<file path="config.mk">
export PLATFORM = sky130hd
export DESIGN_NAME = button_ctrl
export DESIGN_NICKNAME = d
export VERILOG_FILES = /design/src/rtl/button_ctrl.sv
export SDC_FILE = /design/constraint.sdc
export NUM_CORES = 1
export LEC_CHECK = 0
export ABC_AREA = 1
export CAP_MARGIN = 15
export CORE_MARGIN = 2
export CORE_UTILIZATION = 40
export DETAILED_ROUTE_END_ITERATION = 10
export HOLD_SLACK_MARGIN = 0.12
export PLACE_DENSITY = 0.6
export SKIP_CTS_REPAIR_TIMING = 1
export SLEW_MARGIN = 20
export SYNTH_ARGS = -nofsm -noshare
export SYNTH_HDL_FRONTEND = slang
export SYNTH_SLANG_ARGS = --single-unit
export TNS_END_PERCENT = 100
</file>
<file path="constraint.sdc">
create_clock -name clk -period 3.5 [get_ports clk]
set_input_delay 0.35 -clock clk [delete_from_list [all_inputs] [get_ports clk]]
set_output_delay 0.35 -clock clk [all_outputs]
set_load 0.03 [all_outputs]
</file>
<file path="src/rtl/button_ctrl.sv">
`default_nettype none
// ============================================================================
// Module      : button_ctrl
// Description : Four-button front-end. Locks onto the highest-priority
//               pressed button and classifies the press as short, long or
//               auto-repeat. Events are presented through a one-entry
//               valid/ready output buffer. A display-mode index is stepped
//               by the events.
// Revision    : 1.0 - initial release
// ----------------------------------------------------------------------------
// Ports
//   clk          in   1  system clock, rising edge
//   rst_n        in   1  asynchronous reset, active low
//   button_i     in   4  debounced button levels, 1 = pressed, bit 0 wins
//   event_ready  in   1  consumer accepts the buffered event
//   event_valid  out  1  an event is held in the output buffer
//   event_id     out  2  button index that produced the event
//   event_long   out  1  1 = long/repeat event, 0 = short press
//   event_drop   out  1  one-cycle pulse: new event lost, buffer full
//   mode_o       out  3  display mode index, 0..MODE_COUNT-1
// ============================================================================
module button_ctrl #(
    parameter int LONG_CYCLES   = 25000000,
    parameter int REPEAT_CYCLES = 5000000,
    parameter int MODE_COUNT    = 8
) (
    input  logic       clk,
    input  logic       rst_n,
    input  logic [3:0] button_i,
    input  logic       event_ready,
    output logic       event_valid,
    output logic [1:0] event_id,
    output logic       event_long,
    output logic       event_drop,
    output logic [2:0] mode_o
);

    localparam int MAX_CYCLES = (LONG_CYCLES > REPEAT_CYCLES) ? LONG_CYCLES : REPEAT_CYCLES;
    localparam int TIMER_W    = $clog2(MAX_CYCLES);

    localparam logic [TIMER_W-1:0] LONG_LAST   = TIMER_W'(LONG_CYCLES - 1);
    localparam logic [TIMER_W-1:0] REPEAT_LAST = TIMER_W'(REPEAT_CYCLES - 1);
    localparam logic [TIMER_W-1:0] TIMER_ONE   = TIMER_W'(1);
    localparam logic [TIMER_W-1:0] TIMER_ZERO  = '0;
    localparam logic [2:0]         MODE_LAST   = 3'(MODE_COUNT - 1);

    typedef enum logic [1:0] {
        ST_IDLE    = 2'd0,
        ST_HOLD    = 2'd1,
        ST_REPEAT  = 2'd2,
        ST_RELEASE = 2'd3
    } state_t;

    state_t             state_q,  state_d;
    logic [TIMER_W-1:0] timer_q,  timer_d;
    logic [1:0]         lock_q,   lock_d;
    logic               valid_q,  valid_d;
    logic [1:0]         id_q,     id_d;
    logic               long_q,   long_d;
    logic               drop_q,   drop_d;
    logic [2:0]         mode_q,   mode_d;

    logic               gen;
    logic               gen_long;
    logic [1:0]         first_id;

    // Lowest set index; only meaningful when some button is pressed.
    always_comb begin
        first_id = 2'd3;
        if (button_i[0]) begin
            first_id = 2'd0;
        end else if (button_i[1]) begin
            first_id = 2'd1;
        end else if (button_i[2]) begin
            first_id = 2'd2;
        end
    end

    // Press classification FSM
    always_comb begin
        state_d  = state_q;
        timer_d  = timer_q;
        lock_d   = lock_q;
        gen      = 1'b0;
        gen_long = 1'b0;
        case (state_q)
            ST_IDLE: begin
                if (|button_i) begin
                    lock_d  = first_id;
                    timer_d = TIMER_ZERO;
                    state_d = ST_HOLD;
                end
            end
            ST_HOLD: begin
                // Release is checked first so that a release coinciding
                // with the threshold still yields a short press.
                if (!button_i[lock_q]) begin
                    gen     = 1'b1;
                    state_d = ST_RELEASE;
                end else if (timer_q == LONG_LAST) begin
                    gen      = 1'b1;
                    gen_long = 1'b1;
                    timer_d  = TIMER_ZERO;
                    state_d  = ST_REPEAT;
                end else begin
                    timer_d = timer_q + TIMER_ONE;
                end
            end
            ST_REPEAT: begin
                if (!button_i[lock_q]) begin
                    state_d = ST_RELEASE;
                end else if (timer_q == REPEAT_LAST) begin
                    gen      = 1'b1;
                    gen_long = 1'b1;
                    timer_d  = TIMER_ZERO;
                end else begin
                    timer_d = timer_q + TIMER_ONE;
                end
            end
            ST_RELEASE: begin
                // Wait for every button to be released before re-arming.
                if (button_i == 4'b0000) begin
                    state_d = ST_IDLE;
                end
            end
            default: begin
                state_d = ST_IDLE;
            end
        endcase
    end

    // One-entry output buffer and mode stepping
    always_comb begin
        valid_d = valid_q;
        id_d    = id_q;
        long_d  = long_q;
        drop_d  = 1'b0;
        mode_d  = mode_q;
        if (gen) begin
            // Loading is allowed when empty or when the held entry is being
            // accepted in this same cycle.
            if (!valid_q || event_ready) begin
                valid_d = 1'b1;
                id_d    = lock_q;
                long_d  = gen_long;
            end else begin
                drop_d = 1'b1;
            end
            // The mode follows every generated event, dropped or not.
            case (lock_q)
                2'd0: mode_d = (mode_q == MODE_LAST) ? 3'd0 : mode_q + 3'd1;
                2'd1: mode_d = (mode_q == 3'd0) ? MODE_LAST : mode_q - 3'd1;
                2'd2: if (!gen_long) mode_d = 3'd0;
                default: mode_d = mode_q;
            endcase
        end else if (valid_q && event_ready) begin
            valid_d = 1'b0;
        end
    end

    always_ff @(posedge clk or negedge rst_n) begin
        if (!rst_n) begin
            state_q <= ST_IDLE;
            timer_q <= TIMER_ZERO;
            lock_q  <= 2'd0;
            valid_q <= 1'b0;
            id_q    <= 2'd0;
            long_q  <= 1'b0;
            drop_q  <= 1'b0;
            mode_q  <= 3'd0;
        end else begin
            state_q <= state_d;
            timer_q <= timer_d;
            lock_q  <= lock_d;
            valid_q <= valid_d;
            id_q    <= id_d;
            long_q  <= long_d;
            drop_q  <= drop_d;
            mode_q  <= mode_d;
        end
    end

    assign event_valid = valid_q;
    assign event_id    = id_q;
    assign event_long  = long_q;
    assign event_drop  = drop_q;
    assign mode_o      = mode_q;

endmodule
`default_nettype wire

</file>
### Word-level counts from Yosys, hierarchy flattened

Cells that the tools add are included.

* output and inout port bits: 8
* word-level logic and storage cells: 78
* bits of input ports: 7
* register bits: 37

* reduce and logical (&&, ||, !) cells: 17
* magnitude comparators: 1
* equality and inequality tests: 16
* muxes and demuxes: 33
* add/subtract/negate cells: 3

Operators by type and width (count)
* $mux W25: 5
* $pmux W25 S3: 1
* $add A25 B1 Y25 const B: 1
* $eq A25 B23 Y1 const B: 1
* $eq A25 B25 Y1 const B: 1
* $mux W2: 7
* $mux W1: 12
* $ne A2 B2 Y1 const B: 6
* $mux W3: 3
* $pmux W3 S3: 1
* $pmux W2 S4: 1
* $reduce_and A4 Y1: 2
* $eq A2 B2 Y1 const B: 3
* $reduce_and A2 Y1: 3
* $reduce_bool A3 Y1: 2
* $eq A2 B1 Y1 const B: 2
* $logic_not A2 Y1: 2
* $logic_not A4 Y1: 1
* $pmux W1 S2: 2
* $reduce_or A4 Y1: 1
* $add A3 B1 Y3 const B: 1
* $eq A3 B3 Y1 const B: 1
* $logic_not A3 Y1: 1
* $lt A2 B3 Y1 const B: 1
* 9 further kinds: 9

### Depth between registers and ports, before layout

* word-level depth: 6
* mapped depth: 13
* gate-level depth less buffers: 13

### Worst setup path before layout

OpenSTA, ideal clock, no wires.

* path type: flip-flop to flip-flop
* from: register state_q[0]
* to: register timer_q[19]
* arrival time: 1.494 ns
* slack: 1.893 ns
* stages on the path, launching flop included: 12
* period minus slack after synthesis: 1.607 ns
* required time: 3.387 ns
* path buffers: 2
* setup time: 0.113 ns
* cells stage by stage: dfrtp_1 inv_1 ha_1 inv_1 nand2_1 nand2_2 nor2_8 buf_6 buf_6 nand2_1 nand2_1 inv_1

* word-level cells in the longest chain between the ends: 3
* elaborated cells on any way between the ends: 9
* classes of those cells: 5 x eq/ne; 1 x mux; 3 x reduce/logical

Ends and longest elaborated chain
* from (decl): line 54 `state_t state_q, state_d;`
* from (signal assigned): line 172 `state_q <= state_d;`
* $eq A2 B1 Y1 (tied with other cells): line 86 `case (state_q)`
* $ne A2 B2 Y1 (no line) / $reduce_bool A3 Y1 (equally long branches)
* $reduce_and A4 Y1 (no line)
* to (signal assigned): line 173 `timer_q <= timer_d;`
* to (decl): line 55 `logic [TIMER_W-1:0] timer_q, timer_d;`

Several ways; a longest one is shown, not always the timed one.
A chain may end at the register's enable or synchronous reset.

### Worst setup path after layout

* from: register state_q[0]
* to: register timer_q[16]

The elaborated chain is that of the path after synthesis.

==> metrics.yaml <==
worst_setup_path:
  endpoint_kind: "flip-flop"
  crit_fanout: 31
  critPathKind: "reg2reg"
  crit_arrival_ns: 2.33
  required_ns: 3.70
  crit_path_start_kind: "flip-flop"
route:
  dr.pass1.iters: 5
  drt-initial-drc-count: 187
  vias: 2670
  wire_per_inst_um: 12.6
  vias_per_cell: 4.95
  wirelength_um: 6790
  drtAntennaViolNets: 0
  drc: 0
logic_synthesis:
  syn_avg_cell_area_um2: 6.59
  synth_edf_count: 0
  yosys_most_used_dff: "dfrtp_1"
  synth_seq_cells: 37
  synthTopCellsByArea: "dfrtp_1, nand2_1, inv_1"
  syn_inst: 427
  synth_top_area_share_pct: 32.9
  syn_nets: 446
  synth_warnings: 0
  synth_cell_types: 33
  yosysTopAreaCell: "dfrtp_1"
  ys_seq_area_share_pct: 32.9
  synthArstFlopShare_pct: 100
  syn_area_um2: 2820
min_path:
  hold_class: "in2async"
grt:
  grtUsageMet3_pct: 4.05
  globalRouteMet1Util_pct: 25.8
  track_usage_pct: 18.6
  grtUsageMet2_pct: 29.8
  busiest_layer: "met2"
  grt_max_degree: 38
  grt_pass1_wl_um: 11300
  antenna_found_initial: 0
  globalRouteOverflowTotal: 0
  grt_pass1_vias: 2415
placed_design:
  dp_cells: 531
  hpwl_um: 5090
  io_buffers: 14
  place_area_um2: 3020
  gp_congestion: 0.890
finish:
  syn_to_final_growth_pct: 11.2
  nFillCells: 694
  antennaDiodeCount: 0
  regArea_um2: 926
  layout_commonest_cell: "nand2_1"
  nets: 461
  multiInputGateArea_um2: 1560
  drive_above_1_share_pct: 8.13
  instances_no_fill: 539
  final_area_um2: 3130
  final_cell_mix: "nand2_1, inv_1, nand3_1"
clock_tree:
  htree_levels: 2
  clk_path_buf_depth: 2
  cts_root_buffer: "clkbuf_8"
  insertion_delay_ns: 0.31
  tritoncts: "done"
  cts_buffers: 5
  clkTransAtPathRegs_ns: 0.09
  clkSinkCount: 37
power:
  combPwrFrac_pct: 53.5
  p_seq_share_pct: 27.2
  switching_share_pct: 49.6
  switchingPower_uw: 1000
  pwr-share-clk_pct: 19.2
  pwr_density_cell_nw_per_um2: 643
  vdd_drop_max_mv: 0.475
  p_leak_uw: 0.00159
  p_int_uw: 1020
sta:
  drv_slew: 0
  fmax_ghz: 0.470
  worst-slew-pin-transition_ns: 0.849
  finalCritPeriodShare_pct: 60.8
  hold_viol: 0
  setup_viol: 0
  rsz0062_at_grt: "false"
  fin_tns_setup_ns: 0
  timing.slew.headroom_pct: 43.4
  period_needed_ns: 2.13
  finClkSkew_ns: 0.0113
floorplanning:
  rows: 30
  initial_core_util_pct: 41.4
  core_area_um2: 6790
  io_pins: 15
  die_x_um: 87.9
  die_h_um: 87.9
  die_area_um2: 7720
run_status:
  outcome: "completed"
job:
  maxCapViolations: 0
cell families after synthesis:
family | Yosys count | share of synthesized area [%]
AND/OR/NAND/NOR | 257 | 41.8
XOR/XNOR | 1 | 0.311
flip-flops | 37 | 32.9
AO/OA/AOI/OAI | 40 | 8.00
adder cells (fa/ha/maj) | 12 | 5.33
buffers and inverters | 80 | 11.7
cell type report:
class | count | area share [%]
Clock buffer | 5 | 2.20
Multi-Input combinational cell | 310 | 49.8
Timing Repair Buffer | 14 | 4.31
Sequential cell | 37 | 29.6
Inverter | 74 | 8.87
Clock inverter | 3 | 1.40
Tap cell | 96 | 3.84
worst max-delay path, cell delays in order, from the launching register on:
cell and delay (ns):
dfrtp_1 0.42, inv_1 0.13, ha_1 0.26, inv_1 0.14
nand2_1 0.13, nand2_2 0.10, nor2_8 0.38, nand2_2 0.13
inv_2 0.13, nand3_1 0.08, nand3_1 0.09, inv_1 0.04
routing by layer:
metal	share of wire (%)	vias up
met5	0	-
met4	1.8	0
met3	4.5	13
met2	45	60
met1	48	1212
li1	-	1385
sequential cells by signal, summed over array words and instances (netlist names):
signal,flops
event_id,2
event_long,1
timer_q,25
lock_q,2
event_valid,1
state_q,2
event_drop,1
mode_o,3
cells in the mapped netlist, types with 2 or more instances:
master / instances
a21oi_1: 11
and3_1: 3
buf_2: 2
buf_6: 3
dfrtp_1: 37
ha_1: 12
inv_1: 68
inv_2: 6
nand2_1: 116
nand2_2: 8
nand2_4: 4
nand3_1: 49
nand3_2: 3
nand4_1: 10
nor2_1: 48
nor2_2: 3
nor3_1: 8
o21ai_0: 12
o21ai_1: 10
through the flow:
stage / utilization (%) / setup WS, ns / hold slack, ns / total power (uW)
after global placement: 44.4 / 1.31 / 0.461 / 1630
final: 46.1 / 1.37 / 0.148 / 2010
after global routing: 46.1 / 1.21 / 0.229 / 2170
after detailed placement: 44.4 / 1.27 / 0.474 / 1630
after CTS: 46.1 / 1.38 / 0.181 / 2030
after floorplan: - / 1.89 / 0.0544 / 1430
power by group through the flow:
stage | sequential (uW) | clock (uW) | combinational, uW
detailed placement | 558 | 0 | 1080
finish | 549 | 387 | 1080
CTS | 550 | 398 | 1080
global placement | 556 | 0 | 1070
floorplan | 590 | 0 | 841
global route | 557 | 412 | 1200
final timing paths:
path                                        startpoint                      end  slack [ns]  depth (start not counted)
worst max-delay path            state_q[0]$_DFFE_PN0P_  timer_q[16]$_DFFE_PN0P_        1.37                         11
worst min-delay path                             rst_n  event_valid$_DFFE_PN0P_        0.15                          1
worst max register to register  state_q[0]$_DFFE_PN0P_  timer_q[16]$_DFFE_PN0P_        1.37                         11
worst min register to register  event_long$_DFFE_PN0P_   event_long$_DFFE_PN0P_        0.49                          2
max in group asynchronous                        rst_n   state_q[0]$_DFFE_PN0P_        2.82                          1
min in group clk                event_long$_DFFE_PN0P_   event_long$_DFFE_PN0P_        0.49                          2
No activity file was read; power rests on OpenSTA's default activity.
